### src/rtl/mux4_rr_arbiter.sv
// Round-robin owner arbitration for a shared 4:1 single-bit mux.
// Registered one-hot grant/select with a bounded grant duration under contention.
module mux4_rr_arbiter #(
    parameter int unsigned MAX_HOLD = 8
) (
    input  logic       clk,
    input  logic       rst_n,
    input  logic [3:0] req,
    input  logic [3:0] data_in,
    output logic [3:0] gnt,
    output logic [1:0] sel,
    output logic       gnt_vld,
    output logic       data_out
);

    localparam int unsigned NREQ   = 4;
    localparam int unsigned IDX_W  = 2;
    localparam int unsigned HOLD_W = 8;

    typedef enum logic [0:0] {
        ST_IDLE  = 1'b0,
        ST_GRANT = 1'b1
    } state_e;

    state_e              state_q, state_d;
    logic [NREQ-1:0]     gnt_q, gnt_d;
    logic [IDX_W-1:0]    sel_q, sel_d;
    logic                vld_q, vld_d;
    logic [IDX_W-1:0]    ptr_q, ptr_d;
    logic [HOLD_W-1:0]   hold_q, hold_d;

    logic [NREQ-1:0]     others_c;
    logic [IDX_W-1:0]    win_all_c;
    logic [IDX_W-1:0]    win_oth_c;
    logic                hold_last_c;

    // First set bit of mask scanning upward from start, modulo 4.
    function automatic logic [IDX_W-1:0] rr_pick(input logic [NREQ-1:0] mask,
                                                 input logic [IDX_W-1:0] start);
        logic [IDX_W-1:0] idx;
        rr_pick = start;
        for (int i = NREQ - 1; i >= 0; i--) begin
            idx = start + IDX_W'(i);
            if (mask[idx]) begin
                rr_pick = idx;
            end
        end
    endfunction

    assign others_c    = req & ~(NREQ'(1) << sel_q);
    assign win_all_c   = rr_pick(req, ptr_q);
    assign win_oth_c   = rr_pick(others_c, ptr_q);
    assign hold_last_c = (hold_q == HOLD_W'(MAX_HOLD - 1));

    always_ff @(posedge clk) begin
        if (!rst_n) begin
            state_q <= ST_IDLE;
            gnt_q   <= '0;
            sel_q   <= '0;
            vld_q   <= 1'b0;
            ptr_q   <= '0;
            hold_q  <= '0;
        end else begin
            state_q <= state_d;
            gnt_q   <= gnt_d;
            sel_q   <= sel_d;
            vld_q   <= vld_d;
            ptr_q   <= ptr_d;
            hold_q  <= hold_d;
        end
    end

    always_comb begin
        state_d = state_q;
        gnt_d   = gnt_q;
        sel_d   = sel_q;
        vld_d   = vld_q;
        ptr_d   = ptr_q;
        hold_d  = hold_q;
        unique case (state_q)
            ST_IDLE: begin
                if (req != '0) begin
                    state_d = ST_GRANT;
                    gnt_d   = NREQ'(1) << win_all_c;
                    sel_d   = win_all_c;
                    vld_d   = 1'b1;
                    ptr_d   = win_all_c + IDX_W'(1);
                    hold_d  = '0;
                end
            end
            ST_GRANT: begin
                // Holder released or exhausted its quota while others wait: hand over directly.
                if ((!req[sel_q] || hold_last_c) && (others_c != '0)) begin
                    gnt_d  = NREQ'(1) << win_oth_c;
                    sel_d  = win_oth_c;
                    ptr_d  = win_oth_c + IDX_W'(1);
                    hold_d = '0;
                end else if (!req[sel_q]) begin
                    state_d = ST_IDLE;
                    gnt_d   = '0;
                    vld_d   = 1'b0;
                    hold_d  = '0;
                end else if (hold_last_c) begin
                    hold_d = '0;
                end else begin
                    hold_d = hold_q + HOLD_W'(1);
                end
            end
            default: state_d = ST_IDLE;
        endcase
    end

    assign gnt      = gnt_q;
    assign sel      = sel_q;
    assign gnt_vld  = vld_q;
    assign data_out = vld_q & data_in[sel_q];

endmodule

### config.mk
export PLATFORM = sky130hd
export DESIGN_NAME = mux4_rr_arbiter
export DESIGN_NICKNAME = d
export VERILOG_FILES = /design/src/rtl/mux4_rr_arbiter.sv
export SDC_FILE = /design/constraint.sdc
export NUM_CORES = 1
export LEC_CHECK = 0
export BUFFER_PORTS_ARGS = -buffer_cell sky130_fd_sc_hd__buf_4
export CORE_MARGIN = 1.5
export CORE_UTILIZATION = 45
export CTS_CLUSTER_DIAMETER = 120
export DETAILED_ROUTE_END_ITERATION = 16
export SETUP_SLACK_MARGIN = 0.1
export SKIP_CTS_REPAIR_TIMING = 1
export SYNTH_ARGS = -nofsm -noshare
export SYNTH_HDL_FRONTEND = slang
export SYNTH_SLANG_ARGS = --single-unit
### constraint.sdc
create_clock -name clk -period 3 [get_ports clk]
set_input_delay 0.6 -clock clk [delete_from_list [all_inputs] [get_ports clk]]
set_output_delay 0.6 -clock clk [all_outputs]
set_load 0.02 [all_outputs]
[After elaboration in Yosys (flattened, before gate mapping)]
Index checks and enable logic that the tools add are counted.
Widths: inputs -> output; s select.
Word-level totals
  flip-flop bits (word level): 18
  bits in latches: 0
  memory bits (writable): 0
  memory bits (read-only): 0
  input bits: 10
  output and inout bits: 8
  word-level logic and storage cells: 89
  memories kept: 0
Operators by class
  add/sub/neg operators: 6
  multiply operators: 0
  divide/modulo/power cells: 0
  $lt $le $gt $ge: 5
  equal/unequal tests: 6
  shift-type cells: 3
  mux-type cells: 51
  bitwise gates (word level): 4
  reduce and logical (&&, ||, !) cells: 8
Operator list (number)
  $mux 8: 4
  $mux 2: 12
  $bmux 1 s2: 10
  $mux 1: 16
  $pmux 8 s2: 1
  $lt 2x3->1 const B: 5
  $mux 4: 3
  $shl 1x2->4 const A: 3
  $add 8x1->8 const B: 1
  $eq 8x3->1 const B: 1
  $pmux 2 s2: 2
  $pmux 4 s2: 1
  $reduce_bool 4->1: 2
  $add 2x1->2 const B: 3
  $ne 2x2->1 const B: 3
  $add 2x2->2 const B: 2
  $and 4x4->4: 1
  $not 4->4: 1
  $pmux 1 s2: 2
  $reduce_and 2->1: 2
  $ne 3x2->1 const B: 1
  $reduce_and 3->1: 1
  $ne 2x1->1 const B: 1
  $and 1x1->1: 1
  4 further kinds: 4

[Depth between registers and ports, before layout]
  word-level depth: 12
  depth in mapped cells: 8
  mapped depth without buffers: 7

[Worst setup path after synthesis]
Ideal clock, no wire load.
  path type: input-to-reg
  start: input req[0]
  end: register gnt_q[1] (netlist: gnt[1])
  library setup time: 0.091 ns
  arrival time: 2.280 ns
  required time: 2.909 ns
  path slack: 0.629 ns
  stages on the path: 7
  path buffers: 1
  cell sequence: buf_6 > and2b_2 > o22ai_1 > o211ai_1 > o311a_1 > or4_4 > a311oi_1
On the way
  word-level cells in the longest chain between the ends: 10
  elaborated cells on any way between the ends: 40
  classes of those cells: 2 x eq/ne; 2 x shift; 29 x mux; 1 x bitwise; 6 x reduce/logical
Ends and longest elaborated chain
  start, declared: line 8  | input logic [3:0] req,
  $and 4x4->4: line 50  | assign others_c = req & ~(NREQ'(1) << sel_q);
  $bmux 1 s2: line 44  | if (mask[idx]) begin
  $mux 1 (not written as such): line 44
  $mux 2 (4 in series): line 44
  $shl 1x2->4: line 94  | gnt_d = NREQ'(1) << win_oth_c;
  $mux 4: line 93  | if ((!req[sel_q] || hold_last_c) && (others_c != '0)) begin
  $pmux 4 s2: line 80  | unique case (state_q)
  end signal, assigned: line 65  | gnt_q <= gnt_d;
  end, declared: line 26  | logic [NREQ-1:0] gnt_q, gnt_d;
Parallel ways exist; a longest one is shown, timed or not. The select of a mux whose other input is x is not followed.
A chain may end at the register's enable or synchronous reset.

[Worst setup path in the final report]
  start: register sel_q[0] (netlist: sel[0])
  end: register ptr_q[1]
On the way
  word-level cells in the longest chain between the ends: 12
  elaborated cells on any way between the ends: 26
  classes of those cells: 1 x add/sub; 1 x eq/ne; 1 x shift; 16 x mux; 2 x bitwise; 5 x reduce/logical
Ends and longest elaborated chain
  start, declared: line 27  | logic [IDX_W-1:0] sel_q, sel_d;
  start signal, assigned: line 66  | sel_q <= sel_d;
  $shl 1x2->4: line 50
  $not 4->4: line 50
  $and 4x4->4: line 50
  $bmux 1 s2: line 44
  $mux 1 (not written as such): line 44
  $mux 2 (4 in series): line 44
  $add 2x1->2: line 96  | ptr_d = win_oth_c + IDX_W'(1);
  $mux 2: line 93
  $pmux 2 s2: line 80
  end signal, assigned: line 68  | ptr_q <= ptr_d;
  end, declared: line 29  | logic [IDX_W-1:0] ptr_q, ptr_d;
Parallel ways exist; a longest one is shown, timed or not. The select of a mux whose other input is x is not followed.

==> run metrics <==
worst hold path cell count=2; most common cell after layout, fill and taps aside=buf_4; sequential element share of the synthesized area=about a quarter; WL per Instance=between 10 and 15 um; M1 GR Usage=about 26%; Placed Area=approximately 1600 sq um; TritonCTS Sinks=18; Antenna Violating Nets Remaining=0; maximum VDD drop=0.000203 V; die height=approximately 60 um; Remaining Overflow, GRT=0; worst min path class=reg -> reg; dominant cell type by area after synthesis=dfxtp_1; Post-synth EDFFs=0; # port buffers=17; GRT Util Overall=about a fifth; fraction of layout cells with a size suffix above 1=between 10% and 20%; initial antenna violation count=0; Synth Net Count=between 150 and 200; worst reg-to-reg path cell count=6; antenna diode count=0; first-pass GRT wire length=between 5000 and 6000 um; drt pass-1 iters=4; # setup viols final=0; TritonCTS clock tree=yes; Chip Width=roughly 60 um; Design Area, Final=roughly 1600 sq um; Final Cycle Share=between 80% and 90%; Worst slew margin=just under 60%; gr busiest metal=met2; number of synthesis warnings=0; fin util=a little over half; Post-Syn Area per Cell=8.29 sq um; Critical Path Sink Type=register; Crit-path slowest cell=dfxtp_1; Synth Flop Type=dfxtp_1; RSZ-0062 raised after global routing=no; vias in the first global route=between 1,000 and 1,500; dominant cells by area after synthesis=dfxtp_1 25%, a21oi_1 5.5%, mux4_1 3.6%, mux2i_1 3.5%, a311oi_1 3.0%; DP HPWL=~2500 um; Residual DRC=0; Fmax=around 390 MHz; Final nets=slightly below 200; Crit Path Class=reg -> reg; Yosys top cell area share=between 20% and 30%; clock buffer count from CTS=3; Core Rows=20; final WL=about 3200 um; post-route minimum period=roughly 2.6 ns; async set-or-reset flop fraction in the synthesized netlist=0%; Layout area overhead=9.84%; Hold Slack=between 0.4 and 0.5 ns; Reg clk slew, reported paths=between 0.1 and 0.15 ns; max incr delay on CP=0.73 ns; Layout Skew=0.00234 ns; Distinct cells, synth=62; core area=3050 sq um; pin count of the biggest net entering global routing=20; met3 Track Usage GR=2.81%; outcome=completed; Power Dens Cells=~500 nW/um^2; critical path peak fanout=15; Via density=around 5.8; Worst Tran Pin Value=a little over 0.6 ns; Worst-Skew Late Latency=around 0.30 ns; Final Hold Vio Count=0; die area=about 3600 sq um; WP data arrival=2.80 ns; CP Depth=6; met2 usage=between 30% and 40%; Synth Register Bits=18; maximum clock insertion buffer count=2; Crit path required time=between 3 and 4 ns; Power Total=between 0.7 and 0.8 mW; crit path buf inv count=0; Critical Path Source Type=register; H-tree levels=1; crit path cell chain=o2111ai_1 > a21bo_1 > o211ai_1 > o311a_1 > or4_4 > a311oi_1; Leak Pwr=between 0.6 and 0.7 nW; initial DRC count=38; clk root buf=clkbuf_4; most frequent cells in the layout=19 x buf_4, 17 x dfxtp_1, 16 x a21oi_1; max cap viols=0; RePlAce Congestion=~0.82; DR vias=approximately 1,300; Final TNS setup=0 ns; Starting Density=a little under half; Mapped Area=~1500 sq um; Top-Level Pins=18; critical path's top delay family=compound AO/OA/AOI/OAI gates; Final Max Slew Viols=0; post-synthesis cell count=between 150 and 200
-- worst paths after layout --
| kind | slack [ns] | start | to |
|---|---|---|---|
| min | 0.49 | hold_q[7] | hold_q[7] |
| max reg2reg | 0.41 | sel[0] | ptr_q[1] |
| max | 0.41 | sel[0] | ptr_q[1] |
| min reg2reg | 0.49 | hold_q[7] | hold_q[7] |
-- worst reg2reg max path, cell delays in order, from the launching register on --
cell and delay (ns):
dfxtp_1 0.73, o2111ai_1 0.20, a21bo_1 0.23, o211ai_1 0.08
o311a_1 0.41, or4_4 0.56, a311oi_1 0.29
-- registers in the layout, indices dropped and copies added (netlist names) --
name	cells
hold_q	8
gnt	4
ptr_q	2
sel	2
gnt_vld	1
state_q	1
-- logic make-up (layout without fill, tap and decap cells) --
family                     after synthesis  count (layout)  share of synthesized area [%]
AOI/OAI and AO/OA                       60              60                           29.3
buffers and inverters                   21              32                           8.71
adders and majority gates                1               1                          0.863
DFF                                     18              18                           24.8
and+or+nand+nor                         64              64                           26.7
muxes                                    7               7                           7.08
xor gates and xnor gates                 4               4                           2.42
-- power breakdown --
group	internal [mW]	switching, mW
logic	0.155	0.169
clock network	0.0741	0.0795
registers	0.262	0.0507
total	0.490	0.299
-- cell type report --
class / instances / area [sq um]
tap: 44 / 55.1
inverter: 9 / 33.8
timing repair buffer: 19 / 143
clock buffer: 4 / 36.3
fill: 299 / 1460
sequential: 18 / 362
multi-input combinational: 136 / 963
-- Yosys cell counts, types with 2 or more instances --
master,number
nor3_1,3
xor2_1,3
nand3b_1,4
nand3_1,6
nor2_1,9
nand2_1,10
a311oi_1,5
clkinv_1,2
buf_2,3
dfxtp_1,18
o21ai_0,8
nor2b_1,6
a2bb2oi_1,4
or3_1,4
inv_1,7
o221ai_1,2
and2b_2,2
o211ai_1,2
o21ai_1,2
and2_1,3
and3_1,3
o22ai_1,3
buf_6,3
a22oi_1,2
a21oi_1,16
clkbuf_1,4
mux2i_1,5
mux4_1,2
-- layer usage --
metal / vias to the layer above / routed length, um
li1: 680 / -
met1: 620 / 1480
met2: 35 / 1590
met3: 5 / 99
met4: 0 / 54
met5: - / 0
-- stage by stage --
step	setup WS [ns]	instances
6_report	0.408	230
5_1_grt	0.152	230
4_1_cts	0.291	230
3_5_place_dp	0.343	226
3_3_place_gp	0.431	226
2_1_floorplan	0.629	175
(Power assumes the default switching activity.)
